===== config.mk =====
export PLATFORM = sky130hd
export DESIGN_NAME = jk_bank_ctrl
export DESIGN_NICKNAME = d
export VERILOG_FILES = /design/src/rtl/jk_bank_ctrl.sv
export SDC_FILE = /design/constraint.sdc
export NUM_CORES = 1
export LEC_CHECK = 0
export BUFFER_PORTS_ARGS = -buffer_cell sky130_fd_sc_hd__buf_2
export CORE_MARGIN = 5
export CORE_UTILIZATION = 46
export DETAILED_ROUTE_END_ITERATION = 6
export HOLD_SLACK_MARGIN = 0.06
export MAX_ROUTING_LAYER = met4
export PLACE_DENSITY = 0.73
export SLEW_MARGIN = 0
export SYNTH_ARGS = -nofsm -noshare
export SYNTH_HDL_FRONTEND = slang
export SYNTH_HIERARCHICAL = 1
export SYNTH_SLANG_ARGS = --single-unit

===== constraint.sdc =====
create_clock -name clk -period 1.3 [get_ports clk]
set_input_delay 0.195 -clock clk [delete_from_list [all_inputs] [get_ports clk]]
set_output_delay 0.195 -clock clk [all_outputs]
set_load 0.005 [all_outputs]

===== src/rtl/jk_bank_ctrl.sv =====
// Command sequencer for a bank of JK flip-flops. It accepts one masked
// hold/clear/set/toggle command at a time and applies it for a programmed number of edges.

module jk_ff (
  input  logic clk,
  input  logic reset,
  input  logic j,
  input  logic k,
  output logic q
);

  always_ff @(posedge clk) begin
    if (reset) begin
      q <= 1'b0;
    end else begin
      // NOTE: sequential state uses non-blocking assignments so that every flop samples pre-edge values.
      unique case ({j, k})
        2'b01:   q <= 1'b0;
        2'b10:   q <= 1'b1;
        2'b11:   q <= ~q;
        default: q <= q;
      endcase
    end
  end

endmodule

module jk_bank_ctrl #(
  parameter int WIDTH = 8,
  parameter int CNT_W = 4
) (
  input  logic             clk,
  input  logic             reset,
  input  logic             cmd_valid,
  output logic             cmd_ready,
  input  logic [1:0]       cmd_op,
  input  logic [WIDTH-1:0] cmd_mask,
  input  logic [CNT_W-1:0] cmd_count,
  output logic [WIDTH-1:0] q,
  output logic             busy,
  output logic             done
);

  typedef enum logic [1:0] {
    S_IDLE,
    S_APPLY,
    S_DONE
  } state_t;

  state_t           state, state_nxt;
  logic [CNT_W-1:0] remaining, remaining_nxt;
  logic [1:0]       op_r;
  logic [WIDTH-1:0] mask_r;
  logic [WIDTH-1:0] j_vec, k_vec;
  logic             accept;

  assign cmd_ready = (state == S_IDLE) && !reset;
  assign accept    = cmd_valid && cmd_ready;

  // NOTE: every variable written here gets a default first, so no path leaves it unassigned and no latch is inferred.
  always_comb begin
    state_nxt     = state;
    remaining_nxt = remaining;
    unique case (state)
      S_IDLE: begin
        if (accept) begin
          state_nxt     = S_APPLY;
          remaining_nxt = (cmd_count == '0) ? CNT_W'(1) : cmd_count;
        end
      end
      S_APPLY: begin
        remaining_nxt = remaining - CNT_W'(1);
        // A count of one or less means this edge is the last active edge.
        if (remaining <= CNT_W'(1)) state_nxt = S_DONE;
      end
      S_DONE:  state_nxt = S_IDLE;
      default: state_nxt = S_IDLE;
    endcase
  end

  always_ff @(posedge clk) begin
    if (reset) begin
      state     <= S_IDLE;
      remaining <= '0;
      op_r      <= '0;
      mask_r    <= '0;
      busy      <= 1'b0;
      done      <= 1'b0;
    end else begin
      state     <= state_nxt;
      remaining <= remaining_nxt;
      if (accept) begin
        op_r   <= cmd_op;
        mask_r <= cmd_mask;
      end
      // Outputs are registered from the next state so that they line up with the state register.
      busy <= (state_nxt != S_IDLE);
      done <= (state_nxt == S_DONE);
    end
  end

  // The op code's upper bit is J and its lower bit is K. Only APPLY drives the bank.
  always_comb begin
    j_vec = '0;
    k_vec = '0;
    if (state == S_APPLY) begin
      j_vec = mask_r & {WIDTH{op_r[1]}};
      k_vec = mask_r & {WIDTH{op_r[0]}};
    end
  end

  for (genvar i = 0; i < WIDTH; i++) begin : g_bank
    jk_ff u_ff (
      .clk  (clk),
      .reset(reset),
      .j    (j_vec[i]),
      .k    (k_vec[i]),
      .q    (q[i])
    );
  end

endmodule


==> run_summary.xml, run 1 <==
<?xml version="1.0" encoding="UTF-8"?>
<metrics>
  <group name="status">
    <metric name="violations_in_the_final_reports" unit="">negative setup slack</metric>
    <metric name="run_status" unit="">complete, but fails checks</metric>
  </group>
  <group name="place">
    <metric name="hpwlAfterDp" unit="um">1900</metric>
    <metric name="gp_routability_congestion" unit="">0.810</metric>
    <metric name="port_buffers" unit="">27</metric>
  </group>
  <group name="sta">
    <metric name="report.final.hold_viol_count" unit="">0</metric>
    <metric name="totalNegativeSetupSlack" unit="ns">-0.660</metric>
    <metric name="final.setup_skew" unit="ns">0.00377</metric>
    <metric name="report.final.slew_viol_count" unit="">0</metric>
    <metric name="final-setup-viol-count" unit="">17</metric>
    <metric name="tightestPinTransition" unit="ns">0.297</metric>
    <metric name="timing.hold.ws" unit="ns">0.0998</metric>
    <metric name="grt_setup_unrepaired" unit="">true</metric>
    <metric name="portion_of_the_clock_cycle_consumed_by_the_worst_path_in_the_final_layout" unit="">1.06</metric>
    <metric name="least_setup_slack_across_all_paths_after_layout" unit="ns">-0.0747</metric>
    <metric name="max_clock_freq" unit="MHz">727</metric>
    <metric name="fin_crit" unit="ns">1.37</metric>
    <metric name="timing.slew.headroom" unit="">0.801</metric>
  </group>
  <group name="critical_path">
    <metric name="worstSetupEndpointType" unit="">register</metric>
    <metric name="timing.critical_path.required" unit="ns">1.51</metric>
    <metric name="timing.reg2reg.worst_path_depth" unit="">4</metric>
    <metric name="cpMaxStageDelayCell" unit="">or4b_4</metric>
    <metric name="cp.arrival" unit="ns">1.58</metric>
    <metric name="cp-endpoint" unit="">remaining[0]</metric>
    <metric name="path_buf_inv" unit="">1</metric>
    <metric name="cell_depth_of_the_worst_setup_path" unit="">4</metric>
    <metric name="kind_of_launch_point_of_the_worst_setup_path" unit="">register</metric>
    <metric name="timing_worst_setup_path_type" unit="">reg2reg</metric>
    <metric name="critical_path.max_fanout" unit="">7</metric>
    <metric name="reg2reg_from" unit="">state[1]</metric>
    <metric name="setup.worst_path.start" unit="">state[1]</metric>
    <metric name="cpPeakStageDelay" unit="ns">0.56</metric>
    <metric name="crit_path_cell_chain" unit="">or4b_4, buf_6, nand3_4, a31oi_4</metric>
    <metric name="worst_r2r_endpoint" unit="">remaining[0]</metric>
    <metric name="regToRegSetupSlack" unit="ns">-0.07</metric>
    <metric name="timing.critical_path.max_delay_family" unit="">simple AND/OR/NAND/NOR gates</metric>
  </group>
  <group name="die">
    <metric name="placement_rows" unit="">17</metric>
    <metric name="floorplan.die_area" unit="sq um">3500</metric>
    <metric name="floorplan.die.width" unit="um">59.1</metric>
    <metric name="top_level_ports" unit="">28</metric>
    <metric name="initial_core_util" unit="">0.492</metric>
    <metric name="floorplan.core_area" unit="sq um">2250</metric>
    <metric name="die_span_in_y" unit="um">59.1</metric>
  </group>
  <group name="logic_synthesis">
    <metric name="async_flop_share" unit="">0</metric>
    <metric name="synthesis.nets" unit="">148</metric>
    <metric name="synth_enable_flop_cells" unit="">0</metric>
    <metric name="yosys_most_used_dff" unit="">dfxtp_1</metric>
    <metric name="synthCells" unit="">129</metric>
    <metric name="synth.yosys.seq_area_share" unit="">0.469</metric>
    <metric name="synth.ff_latch_count" unit="">26</metric>
    <metric name="yosys_warnings" unit="">6</metric>
    <metric name="post_synth_num_cell_types" unit="">28</metric>
    <metric name="post_synth_instance_area" unit="sq um">1110</metric>
    <metric name="syn_area_per_cell" unit="sq um">8.60</metric>
  </group>
  <group name="clocking">
    <metric name="clk_pin_slew_worst_paths" unit="ns">0.14</metric>
    <metric name="cts_sinks" unit="">26</metric>
    <metric name="clock_insertion_delay_worst_skew" unit="ns">0.31</metric>
    <metric name="cts.root.buffer_cell" unit="">clkbuf_4</metric>
    <metric name="cts_tree" unit="">yes</metric>
    <metric name="cts_made_buffers" unit="">3</metric>
    <metric name="htree_levels" unit="">1</metric>
    <metric name="cts_buffer_depth" unit="">2</metric>
    <metric name="cts.hold.buffers_added" unit="">0</metric>
  </group>
  <group name="detailed_routing">
    <metric name="detail_route.drc_violations" unit="">0</metric>
    <metric name="detailroute.via_count" unit="">1072</metric>
    <metric name="detail_route.first_pass.iterations" unit="">4</metric>
    <metric name="viasPerCell" unit="">5.41</metric>
    <metric name="post_drt_wl_per_cell" unit="um">13.3</metric>
    <metric name="routed_wl" unit="um">2640</metric>
    <metric name="ant_nets" unit="">0</metric>
    <metric name="first_iter_violations" unit="">39</metric>
  </group>
  <group name="worst_hold_path">
    <metric name="hold_path_class" unit="">in2reg</metric>
  </group>
  <group name="global_route">
    <metric name="grt_usage" unit="">0.168</metric>
    <metric name="first_global_vias" unit="">1050</metric>
    <metric name="globalRouteOverflowTotal" unit="">0</metric>
    <metric name="grt_start_max_net_pins" unit="">18</metric>
    <metric name="grt_antenna_before_repair" unit="">0</metric>
    <metric name="wire_length_of_the_first_global_routing_pass" unit="um">4420</metric>
  </group>
  <group name="layout">
    <metric name="seqCellArea" unit="sq um">528</metric>
    <metric name="area_delta_synth_final" unit="%">34.0</metric>
    <metric name="area_taken_by_multi_input_logic_gates" unit="sq um">609</metric>
    <metric name="fillerInstances" unit="">196</metric>
    <metric name="nNetsFinal" unit="">190</metric>
    <metric name="diodes" unit="">0</metric>
    <metric name="finalCoreUtilization" unit="">0.660</metric>
    <metric name="proportion_of_layout_cells_with_a_drive_suffix_above_1" unit="">0.359</metric>
  </group>
  <group name="power_and_ir_drop">
    <metric name="power.density" unit="nW/um^2">1030</metric>
    <metric name="leakagePower" unit="nW">0.674</metric>
    <metric name="power.ir.vdd_worst" unit="uV">660</metric>
  </group>
  <group name="run">
    <metric name="max_cap_violations" unit="">0</metric>
  </group>
</metrics>
## flip-flops by register name (all words and copies together) (netlist names)
signal and flops:
done 1, g_bank.u_ff/q 8, mask_r 8, state 2, op_r 2, busy 1, remaining 4
## cells in the mapped netlist, types with 2 or more instances
| cell | n | area share |
|---|---|---|
| nand3_1 | 3 | 0.014 |
| or3_1 | 2 | 0.011 |
| a31oi_1 | 2 | 0.011 |
| inv_1 | 2 | 0.0068 |
| a21oi_1 | 11 | 0.050 |
| a211oi_1 | 8 | 0.054 |
| buf_2 | 3 | 0.014 |
| a21oi_2 | 2 | 0.016 |
| nor4b_1 | 2 | 0.016 |
| and3_1 | 16 | 0.090 |
| nor2_1 | 11 | 0.037 |
| dfxtp_1 | 26 | 0.47 |
| nand2_1 | 21 | 0.071 |
| nor3_1 | 3 | 0.014 |
| clkbuf_1 | 3 | 0.010 |
| ha_1 | 2 | 0.023 |
## placed cells by master, fill, tap and decap left out, types with 2 or more instances in the layout
master and instances:
a211oi_1 6, a211oi_2 2, a21oi_1 11, a21oi_2 2
and3_1 16, buf_2 28, buf_4 13, buf_6 3
clkbuf_4 3, dfxtp_1 24, dfxtp_4 2, ha_1 2
inv_1 2, nand2_1 21, nand3_1 2, nor2_1 10
nor3_1 2, nor4b_1 2, or3_1 2
## metrics by stage
| stage | cell area, sq um | worst slack, ns | power (mW) | std cells |
|---|---|---|---|---|
| 6_report | 1490 | -0.0747 | 1.54 | 198 |
| 4_1_cts | 1420 | -0.0309 | 1.53 | 197 |
| 3_3_place_gp | 1360 | -0.0351 | 1.10 | 192 |
| 5_1_grt | 1490 | -0.115 | 1.62 | 198 |
| 2_1_floorplan | 1120 | -0.0382 | 1.01 | 129 |
| 3_5_place_dp | 1360 | -0.0739 | 1.11 | 192 |
## tightest hold or removal path: cells and delay by family
family | cells | cell delay [ns]
AO/OA/AOI/OAI | 1 | 0.05
buffers and inverters | 1 | 0.10
AND/OR/NAND/NOR | 1 | 0.04
## layer usage
metal | routed length [um] | vias to the layer above | GRT usage
met1 | 1190 | 503 | 0.193
li1 | - | 545 | -
met5 | 0 | - | -
met3 | 114 | 4 | 0.0240
met2 | 1310 | 20 | 0.284
met4 | 31 | 0 | 0.0841
## cell families after synthesis
family	synth area share
AO/OA/AOI/OAI	0.167
AND/OR/NAND/NOR	0.301
buffers and inverters	0.0406
adder cells (fa/ha/maj)	0.0225
flip-flops	0.469
## area by class of cell
type	count	area share
multi-input cells	94	0.410
flip-flops and latches	26	0.355
repair buffers	44	0.183
clock buffers	4	0.0244
well taps	28	0.0235
inverters	2	0.00505
## worst min path at each step
stage	cells past startpoint	end	from	slack (ns)
2_1_floorplan	1	g_bank[0].u_ff/q	reset	0.27
3_3_place_gp	3	mask_r[5]	cmd_mask[5]	0.43
3_5_place_dp	3	mask_r[4]	cmd_mask[4]	0.44
4_1_cts	3	mask_r[4]	cmd_mask[4]	0.09
5_1_grt	3	mask_r[1]	cmd_mask[1]	0.08
6_report	3	mask_r[4]	cmd_mask[4]	0.1
## power by group
| group | switching (mW) | internal, mW | leakage [nW] |
|---|---|---|---|
| sequential | 0.0342 | 0.832 | 0.213 |
| clock | 0.235 | 0.171 | 0.0210 |
| combinational | 0.130 | 0.132 | 0.440 |
## repair_timing
action	in CTS	in global routing
endpoints found under the setup margin	17	26
resized for setup	6	12
pin swaps	0	2
setup buffers	0	1
hold endpoints to repair	0	0
gates cloned	1	0
Note: power is estimated with default switching activity, not from simulation.
==> run 2, diff against run 1 <==
--- a/config.mk
+++ b/config.mk
@@ -7,13 +7,12 @@
 export LEC_CHECK = 0
 export BUFFER_PORTS_ARGS = -buffer_cell sky130_fd_sc_hd__buf_2
 export CORE_MARGIN = 5
-export CORE_UTILIZATION = 46
+export CORE_UTILIZATION = 47
 export DETAILED_ROUTE_END_ITERATION = 6
 export HOLD_SLACK_MARGIN = 0.06
 export MAX_ROUTING_LAYER = met4
-export PLACE_DENSITY = 0.73
+export PLACE_DENSITY = 0.74
 export SLEW_MARGIN = 0
 export SYNTH_ARGS = -nofsm -noshare
 export SYNTH_HDL_FRONTEND = slang
-export SYNTH_HIERARCHICAL = 1
 export SYNTH_SLANG_ARGS = --single-unit
==> run_summary.xml, run 2 <==
<?xml version="1.0" encoding="UTF-8"?>
<metrics>
  <group name="status">
    <metric name="run_status" unit="">complete, but fails checks</metric>
    <metric name="violations_in_the_final_reports" unit="">negative setup slack</metric>
  </group>
  <group name="layout">
    <metric name="post-route-cell-area" unit="sq um">1660</metric>
    <metric name="diodes" unit="">0</metric>
    <metric name="final_cell_count_no_fill" unit="">203</metric>
    <metric name="area_delta_synth_final" unit="%">38.4</metric>
    <metric name="mostFrequentLayoutCells" unit="">buf_2, dfxtp_1, nand2_1, buf_4, a21oi_1</metric>
    <metric name="proportion_of_layout_cells_with_a_drive_suffix_above_1" unit="">0.480</metric>
    <metric name="nNetsFinal" unit="">193</metric>
    <metric name="top_regs" unit="">g_bank.u_ff.q x8, mask_r x8, remaining x4</metric>
    <metric name="layout.cells.most_common" unit="">buf_2</metric>
    <metric name="fillerInstances" unit="">196</metric>
    <metric name="finalCoreUtilization" unit="">0.677</metric>
  </group>
  <group name="logic_synthesis">
    <metric name="synth_compound_area_frac" unit="">0.145</metric>
    <metric name="synthTopCellsByArea" unit="">dfxtp_1, nand2_1, a21oi_1</metric>
    <metric name="synth_common_cells" unit="">nand2_1, dfxtp_1, a21oi_1</metric>
    <metric name="synthAdderAreaFrac" unit="">0.0208</metric>
    <metric name="syn_area_per_cell" unit="sq um">8.58</metric>
    <metric name="yosysMostFrequentCell" unit="">nand2_1</metric>
    <metric name="yosys_most_used_dff" unit="">dfxtp_1</metric>
    <metric name="synthSimpleGateAreaFrac" unit="">0.304</metric>
    <metric name="synthesis.nets" unit="">159</metric>
    <metric name="post_synth_mux_area_share" unit="">0</metric>
    <metric name="yosysTopAreaCellShare" unit="">0.433</metric>
    <metric name="async_flop_share" unit="">0</metric>
    <metric name="synthCells" unit="">140</metric>
    <metric name="post_synth_num_cell_types" unit="">30</metric>
    <metric name="yosysTopAreaCell" unit="">dfxtp_1</metric>
    <metric name="yosys_warnings" unit="">0</metric>
    <metric name="combinational_family_with_the_most_area_after_synthesis" unit="">simple AND/OR/NAND/NOR gates</metric>
    <metric name="synth_enable_flop_cells" unit="">0</metric>
    <metric name="post_synth_xor_area_fraction" unit="">0</metric>
    <metric name="synth.yosys.seq_area_share" unit="">0.433</metric>
    <metric name="post_synth_instance_area" unit="sq um">1200</metric>
    <metric name="synth.ff_latch_count" unit="">26</metric>
  </group>
  <group name="power_and_ir_drop">
    <metric name="switchingPower" unit="mW">0.432</metric>
    <metric name="power.ir.vdd_worst" unit="uV">782</metric>
    <metric name="power.density" unit="nW/um^2">1050</metric>
    <metric name="total_power" unit="mW">1.74</metric>
    <metric name="leakagePower" unit="nW">0.671</metric>
    <metric name="seq_power_share" unit="">0.499</metric>
    <metric name="sw_frac_of_total" unit="">0.248</metric>
    <metric name="p_clk_frac" unit="">0.312</metric>
    <metric name="int_power" unit="mW">1.31</metric>
    <metric name="comb_power_share" unit="">0.189</metric>
  </group>
  <group name="sta">
    <metric name="report.final.hold_viol_count" unit="">0</metric>
    <metric name="least_setup_slack_across_all_paths_after_layout" unit="ns">-0.136</metric>
    <metric name="portion_of_the_clock_cycle_consumed_by_the_worst_path_in_the_final_layout" unit="">1.10</metric>
    <metric name="grt_setup_unrepaired" unit="">true</metric>
    <metric name="report.final.slew_viol_count" unit="">0</metric>
    <metric name="timing.slew.headroom" unit="">0.746</metric>
    <metric name="final.setup_skew" unit="ns">0.00991</metric>
    <metric name="final-setup-viol-count" unit="">17</metric>
    <metric name="max_clock_freq" unit="MHz">696</metric>
    <metric name="fin_crit" unit="ns">1.44</metric>
    <metric name="tightestPinTransition" unit="ns">0.380</metric>
  </group>
  <group name="worst_hold_path">
    <metric name="worst_hold_path_cell_count" unit="">3</metric>
    <metric name="hold_path_class" unit="">in2reg</metric>
  </group>
  <group name="die">
    <metric name="floorplan.die_area" unit="sq um">3670</metric>
    <metric name="top_level_ports" unit="">28</metric>
    <metric name="floorplan.core_area" unit="sq um">2450</metric>
    <metric name="initial_core_util" unit="">0.489</metric>
    <metric name="placement_rows" unit="">18</metric>
    <metric name="floorplan.die.width" unit="um">60.6</metric>
    <metric name="die_span_in_y" unit="um">60.6</metric>
  </group>
  <group name="critical_path">
    <metric name="path_buf_inv" unit="">2</metric>
    <metric name="cpPeakStageDelay" unit="ns">0.52</metric>
    <metric name="critical_path.max_fanout" unit="">8</metric>
    <metric name="crit_path_cell_chain" unit="">buf_4, or4b_4, buf_8, nand3_2, a31oi_1</metric>
    <metric name="timing.critical_path.max_delay_family" unit="">simple AND/OR/NAND/NOR gates</metric>
    <metric name="timing.reg2reg.worst_path_depth" unit="">5</metric>
    <metric name="kind_of_launch_point_of_the_worst_setup_path" unit="">register</metric>
    <metric name="cell_depth_of_the_worst_setup_path" unit="">5</metric>
    <metric name="worstSetupEndpointType" unit="">register</metric>
    <metric name="timing_worst_setup_path_type" unit="">reg2reg</metric>
    <metric name="timing.critical_path.required" unit="ns">1.50</metric>
    <metric name="cp.arrival" unit="ns">1.64</metric>
    <metric name="cpMaxStageDelayCell" unit="">or4b_4</metric>
  </group>
  <group name="clocking">
    <metric name="clock_insertion_delay_worst_skew" unit="ns">0.31</metric>
    <metric name="cts_made_buffers" unit="">3</metric>
    <metric name="cts_sinks" unit="">26</metric>
    <metric name="htree_levels" unit="">1</metric>
    <metric name="clk_pin_slew_worst_paths" unit="ns">0.14</metric>
    <metric name="cts.root.buffer_cell" unit="">clkbuf_4</metric>
    <metric name="cts_tree" unit="">yes</metric>
    <metric name="cts.hold.buffers_added" unit="">0</metric>
    <metric name="cts_buffer_depth" unit="">2</metric>
  </group>
  <group name="global_route">
    <metric name="first_global_vias" unit="">1081</metric>
    <metric name="wire_length_of_the_first_global_routing_pass" unit="um">4510</metric>
    <metric name="globalRouteOverflowTotal" unit="">0</metric>
    <metric name="grt_antenna_before_repair" unit="">0</metric>
    <metric name="grt_start_max_net_pins" unit="">20</metric>
    <metric name="grt_usage" unit="">0.166</metric>
  </group>
  <group name="place">
    <metric name="dp_cells" unit="">194</metric>
    <metric name="placedInstanceArea" unit="sq um">1390</metric>
    <metric name="post-place-ws" unit="ns">-0.0709</metric>
    <metric name="hpwlAfterDp" unit="um">2050</metric>
    <metric name="port_buffers" unit="">27</metric>
    <metric name="gp_routability_congestion" unit="">0.897</metric>
  </group>
  <group name="detailed_routing">
    <metric name="ant_nets" unit="">0</metric>
    <metric name="detail_route.drc_violations" unit="">0</metric>
    <metric name="post_drt_wl_per_cell" unit="um">14.5</metric>
    <metric name="detail_route.first_pass.iterations" unit="">4</metric>
    <metric name="routed_wl" unit="um">2940</metric>
    <metric name="detailroute.via_count" unit="">1102</metric>
    <metric name="first_iter_violations" unit="">48</metric>
    <metric name="viasPerCell" unit="">5.43</metric>
  </group>
  <group name="run">
    <metric name="max_cap_violations" unit="">0</metric>
  </group>
</metrics>
[run 2: worst paths after layout]
| check | startpoint | to | slack, ns |
|---|---|---|---|
| min reg2reg | g_bank[2].u_ff.q | g_bank[2].u_ff.q | 0.48 |
| max reg2reg | state[1] | remaining[0] | -0.14 |
| min | cmd_mask[6] | mask_r[6] | 0.1 |
| max | state[1] | remaining[0] | -0.14 |
[run 2: cell type report]
class	instances	area, sq um	area share
inverter	2	7.51	0.00451
clock inverter	1	30.0	0.0181
sequential	26	523	0.315
tap	30	37.5	0.0226
clock buffer	3	22.5	0.0135
timing repair buffer	47	330	0.199
multi-input combinational	94	712	0.428
[run 2: worst reg2reg max path, stage by stage, from the launching register on]
cell,delay [ns]
dfxtp_2,0.35
buf_4,0.13
or4b_4,0.52
buf_8,0.17
nand3_2,0.08
a31oi_1,0.08
[run 2: kinds of logic after synthesis]
group	after synthesis
adder cells (fa/ha/maj)	2
flip-flops	26
AO/OA/AOI/OAI	29
AND/OR/NAND/NOR	63
buffers and inverters	20
[run 2: per-stage QoR]
step,hold slack [ns],setup TNS [ns]
after floorplan,0.331,-0.367
after global placement,0.437,-0.0747
after detailed placement,0.445,-0.394
after CTS,0.0859,-0.856
after global routing,0.0833,-2.20
final,0.0974,-1.41
[run 2: timing repair]
action	4_1_cts	5_1_grt
endpoints found under the setup margin	17	27
pin swaps	10	12
cloned	0	1
gates resized for setup	16	30
buffers inserted	2	2
[run 2: layer usage]
metal / share of wire / track usage
met5: 0 / -
met4: 0.0092 / 0.0557
met3: 0.036 / 0.0319
met2: 0.54 / 0.295
met1: 0.42 / 0.187
[run 2: power by group through the flow]
stage          sequential (mW)  clock (mW)  combinational (mW)
2_1_floorplan            0.876           0               0.143
3_3_place_gp             0.879           0               0.239
3_5_place_dp             0.880           0               0.244
4_1_cts                  0.865       0.565               0.270
5_1_grt                  0.876       0.593               0.357
6_report                 0.871       0.544               0.329
==> run 3, diff against run 2 <==
--- a/config.mk
+++ b/config.mk
@@ -7,11 +7,11 @@
 export LEC_CHECK = 0
 export BUFFER_PORTS_ARGS = -buffer_cell sky130_fd_sc_hd__buf_2
 export CORE_MARGIN = 5
-export CORE_UTILIZATION = 47
+export CORE_UTILIZATION = 52
 export DETAILED_ROUTE_END_ITERATION = 6
 export HOLD_SLACK_MARGIN = 0.06
 export MAX_ROUTING_LAYER = met4
-export PLACE_DENSITY = 0.74
+export PLACE_DENSITY = 0.78
 export SLEW_MARGIN = 0
 export SYNTH_ARGS = -nofsm -noshare
 export SYNTH_HDL_FRONTEND = slang
==> constraint.sdc (replaced) <==
create_clock -name clk -period 1.4 [get_ports clk]
set_input_delay 0.21 -clock clk [delete_from_list [all_inputs] [get_ports clk]]
set_output_delay 0.21 -clock clk [all_outputs]
set_load 0.005 [all_outputs]
==> run_summary.xml, run 3 (synthesis gave the netlist of run 2 again) <==
<?xml version="1.0" encoding="UTF-8"?>
<metrics>
  <group name="status">
    <metric name="run_status" unit="">complete, but fails checks</metric>
    <metric name="violations_in_the_final_reports" unit="">negative setup slack</metric>
  </group>
  <group name="detailed_routing">
    <metric name="detailroute.via_count" unit="">1107</metric>
    <metric name="ant_nets" unit="">0</metric>
    <metric name="first_iter_violations" unit="">37</metric>
    <metric name="viasPerCell" unit="">5.54</metric>
    <metric name="detail_route.first_pass.iterations" unit="">4</metric>
    <metric name="routed_wl" unit="um">2950</metric>
    <metric name="detail_route.drc_violations" unit="">0</metric>
    <metric name="post_drt_wl_per_cell" unit="um">14.7</metric>
  </group>
  <group name="critical_path">
    <metric name="kind_of_launch_point_of_the_worst_setup_path" unit="">register</metric>
    <metric name="critical_path.max_fanout" unit="">7</metric>
    <metric name="regToRegSetupSlack" unit="ns">-0.03</metric>
    <metric name="worst_r2r_endpoint" unit="">remaining[3]</metric>
    <metric name="crit_path_cell_chain" unit="">buf_12, nor4b_4, buf_4, buf_6, a32oi_1, a31oi_1</metric>
    <metric name="cpMaxStageDelayCell" unit="">dfxtp_2</metric>
    <metric name="cpPeakStageDelay" unit="ns">0.36</metric>
    <metric name="cell_depth_of_the_worst_setup_path" unit="">6</metric>
    <metric name="timing.critical_path.max_delay_family" unit="">buffers and inverters</metric>
    <metric name="timing.critical_path.required" unit="ns">1.64</metric>
    <metric name="timing.reg2reg.worst_path_depth" unit="">6</metric>
    <metric name="worstSetupEndpointType" unit="">register</metric>
    <metric name="reg2reg_from" unit="">state[1]</metric>
    <metric name="cp.arrival" unit="ns">1.67</metric>
    <metric name="timing_worst_setup_path_type" unit="">reg2reg</metric>
    <metric name="path_buf_inv" unit="">3</metric>
  </group>
  <group name="layout">
    <metric name="fillerInstances" unit="">185</metric>
    <metric name="mostFrequentLayoutCells" unit="">nand2_1, buf_2, dfxtp_1, buf_4, a21oi_1</metric>
    <metric name="nNetsFinal" unit="">193</metric>
    <metric name="diodes" unit="">0</metric>
    <metric name="area_delta_synth_final" unit="%">25.4</metric>
    <metric name="post-route-cell-area" unit="sq um">1510</metric>
    <metric name="finalCoreUtilization" unit="">0.681</metric>
    <metric name="top_regs" unit="">g_bank.u_ff.q x8, mask_r x8, remaining x4</metric>
    <metric name="proportion_of_layout_cells_with_a_drive_suffix_above_1" unit="">0.384</metric>
  </group>
  <group name="run">
    <metric name="max_cap_violations" unit="">0</metric>
  </group>
  <group name="sta">
    <metric name="final.setup_skew" unit="ns">0.00702</metric>
    <metric name="report.final.slew_viol_count" unit="">0</metric>
    <metric name="portion_of_the_clock_cycle_consumed_by_the_worst_path_in_the_final_layout" unit="">1.02</metric>
    <metric name="grt_setup_unrepaired" unit="">true</metric>
    <metric name="fin_crit" unit="ns">1.43</metric>
    <metric name="final-setup-viol-count" unit="">2</metric>
    <metric name="least_setup_slack_across_all_paths_after_layout" unit="ns">-0.0304</metric>
    <metric name="tightestPinTransition" unit="ns">0.361</metric>
    <metric name="timing.slew.headroom" unit="">0.756</metric>
    <metric name="max_clock_freq" unit="MHz">699</metric>
    <metric name="timing.hold.ws" unit="ns">0.115</metric>
    <metric name="report.final.hold_viol_count" unit="">0</metric>
  </group>
  <group name="die">
    <metric name="initial_core_util" unit="">0.543</metric>
    <metric name="top_level_ports" unit="">28</metric>
    <metric name="die_span_in_y" unit="um">58.1</metric>
    <metric name="placement_rows" unit="">17</metric>
    <metric name="floorplan.core_area" unit="sq um">2210</metric>
    <metric name="floorplan.die.width" unit="um">58.1</metric>
    <metric name="floorplan.die_area" unit="sq um">3370</metric>
  </group>
  <group name="clocking">
    <metric name="cts_made_buffers" unit="">3</metric>
    <metric name="clock_insertion_delay_worst_skew" unit="ns">0.31</metric>
    <metric name="clk_pin_slew_worst_paths" unit="ns">0.13</metric>
    <metric name="cts_sinks" unit="">26</metric>
    <metric name="cts_buffer_depth" unit="">2</metric>
    <metric name="cts.root.buffer_cell" unit="">clkbuf_4</metric>
    <metric name="cts_tree" unit="">yes</metric>
    <metric name="htree_levels" unit="">1</metric>
  </group>
  <group name="place">
    <metric name="gp_routability_congestion" unit="">0.841</metric>
    <metric name="hpwlAfterDp" unit="um">2020</metric>
    <metric name="placedInstanceArea" unit="sq um">1370</metric>
    <metric name="port_buffers" unit="">27</metric>
  </group>
  <group name="power_and_ir_drop">
    <metric name="power.ir.vdd_worst" unit="uV">635</metric>
    <metric name="power.density" unit="nW/um^2">909</metric>
    <metric name="leakagePower" unit="nW">0.608</metric>
    <metric name="total_power" unit="mW">1.37</metric>
  </group>
  <group name="global_route">
    <metric name="first_global_vias" unit="">982</metric>
    <metric name="wire_length_of_the_first_global_routing_pass" unit="um">4440</metric>
    <metric name="grt_start_max_net_pins" unit="">18</metric>
    <metric name="grt_usage" unit="">0.176</metric>
    <metric name="globalRouteOverflowTotal" unit="">0</metric>
    <metric name="grt_antenna_before_repair" unit="">0</metric>
  </group>
  <group name="worst_hold_path">
    <metric name="worst_hold_path_cell_count" unit="">3</metric>
    <metric name="holdPathEnd" unit="">mask_r[6]</metric>
    <metric name="hold_crit_start" unit="">cmd_mask[6]</metric>
    <metric name="hold_path_class" unit="">in2reg</metric>
  </group>
</metrics>
-- run 3: report_power, final --
part | total, mW | switching (mW) | internal (mW)
Combinational | 0.257 | 0.129 | 0.128
Clock | 0.307 | 0.206 | 0.101
Sequential | 0.805 | 0.0306 | 0.775
Total | 1.37 | 0.365 | 1.00
-- run 3: routing by layer --
layer / GRT usage / vias up / share of wire
met5: - / - / 0
met4: 0.0662 / 0 / 0.015
met3: 0.0356 / 6 / 0.053
met2: 0.319 / 33 / 0.53
met1: 0.185 / 521 / 0.41
li1: - / 547 / -
-- run 3: final cells by class --
class | count | area, sq um | share of cell area
Multi-Input combinational cell | 94 | 608 | 0.404
Sequential cell | 26 | 523 | 0.347
Timing Repair Buffer | 47 | 310 | 0.206
Tap cell | 28 | 35.0 | 0.0233
Clock buffer | 3 | 22.5 | 0.0150
Inverter | 2 | 7.51 | 0.00498
-- run 3: stage by stage --
stage	TNS [ns]	setup WS [ns]	cells
global route	-0.385	-0.0918	200
finish	-0.0353	-0.0304	200
detailed placement	-0.0369	-0.0369	190
CTS	0	0.00104	197
floorplan	0	0.0240	140
global placement	0	0.0786	190
-- run 3: tightest hold or removal path, delay by kind of cell --
family	cells	cell delay [ns]
AO/OA/AOI/OAI	1	0.05
buffers and inverters	1	0.10
AND/OR/NAND/NOR	1	0.04
-- run 3: worst max-delay path by stage --
stage	start	end	slack, ns
detailed placement	state[1]	remaining[1]	-0.04
global route	state[0]	remaining[3]	-0.09
floorplan	state[1]	mask_r[7]	0.02
CTS	state[1]	remaining[1]	0.001
global placement	state[1]	remaining[1]	0.08
finish	state[1]	remaining[3]	-0.03
-- run 3: repair_timing --
| action | CTS | global route |
|---|---|---|
| resized for setup | 4 | 15 |
| gates cloned | 0 | 0 |
| setup endpoints to repair | 2 | 14 |
| pin swaps | 3 | 9 |
| buffers inserted | 4 | 3 |
| hold buffers | 0 | 0 |
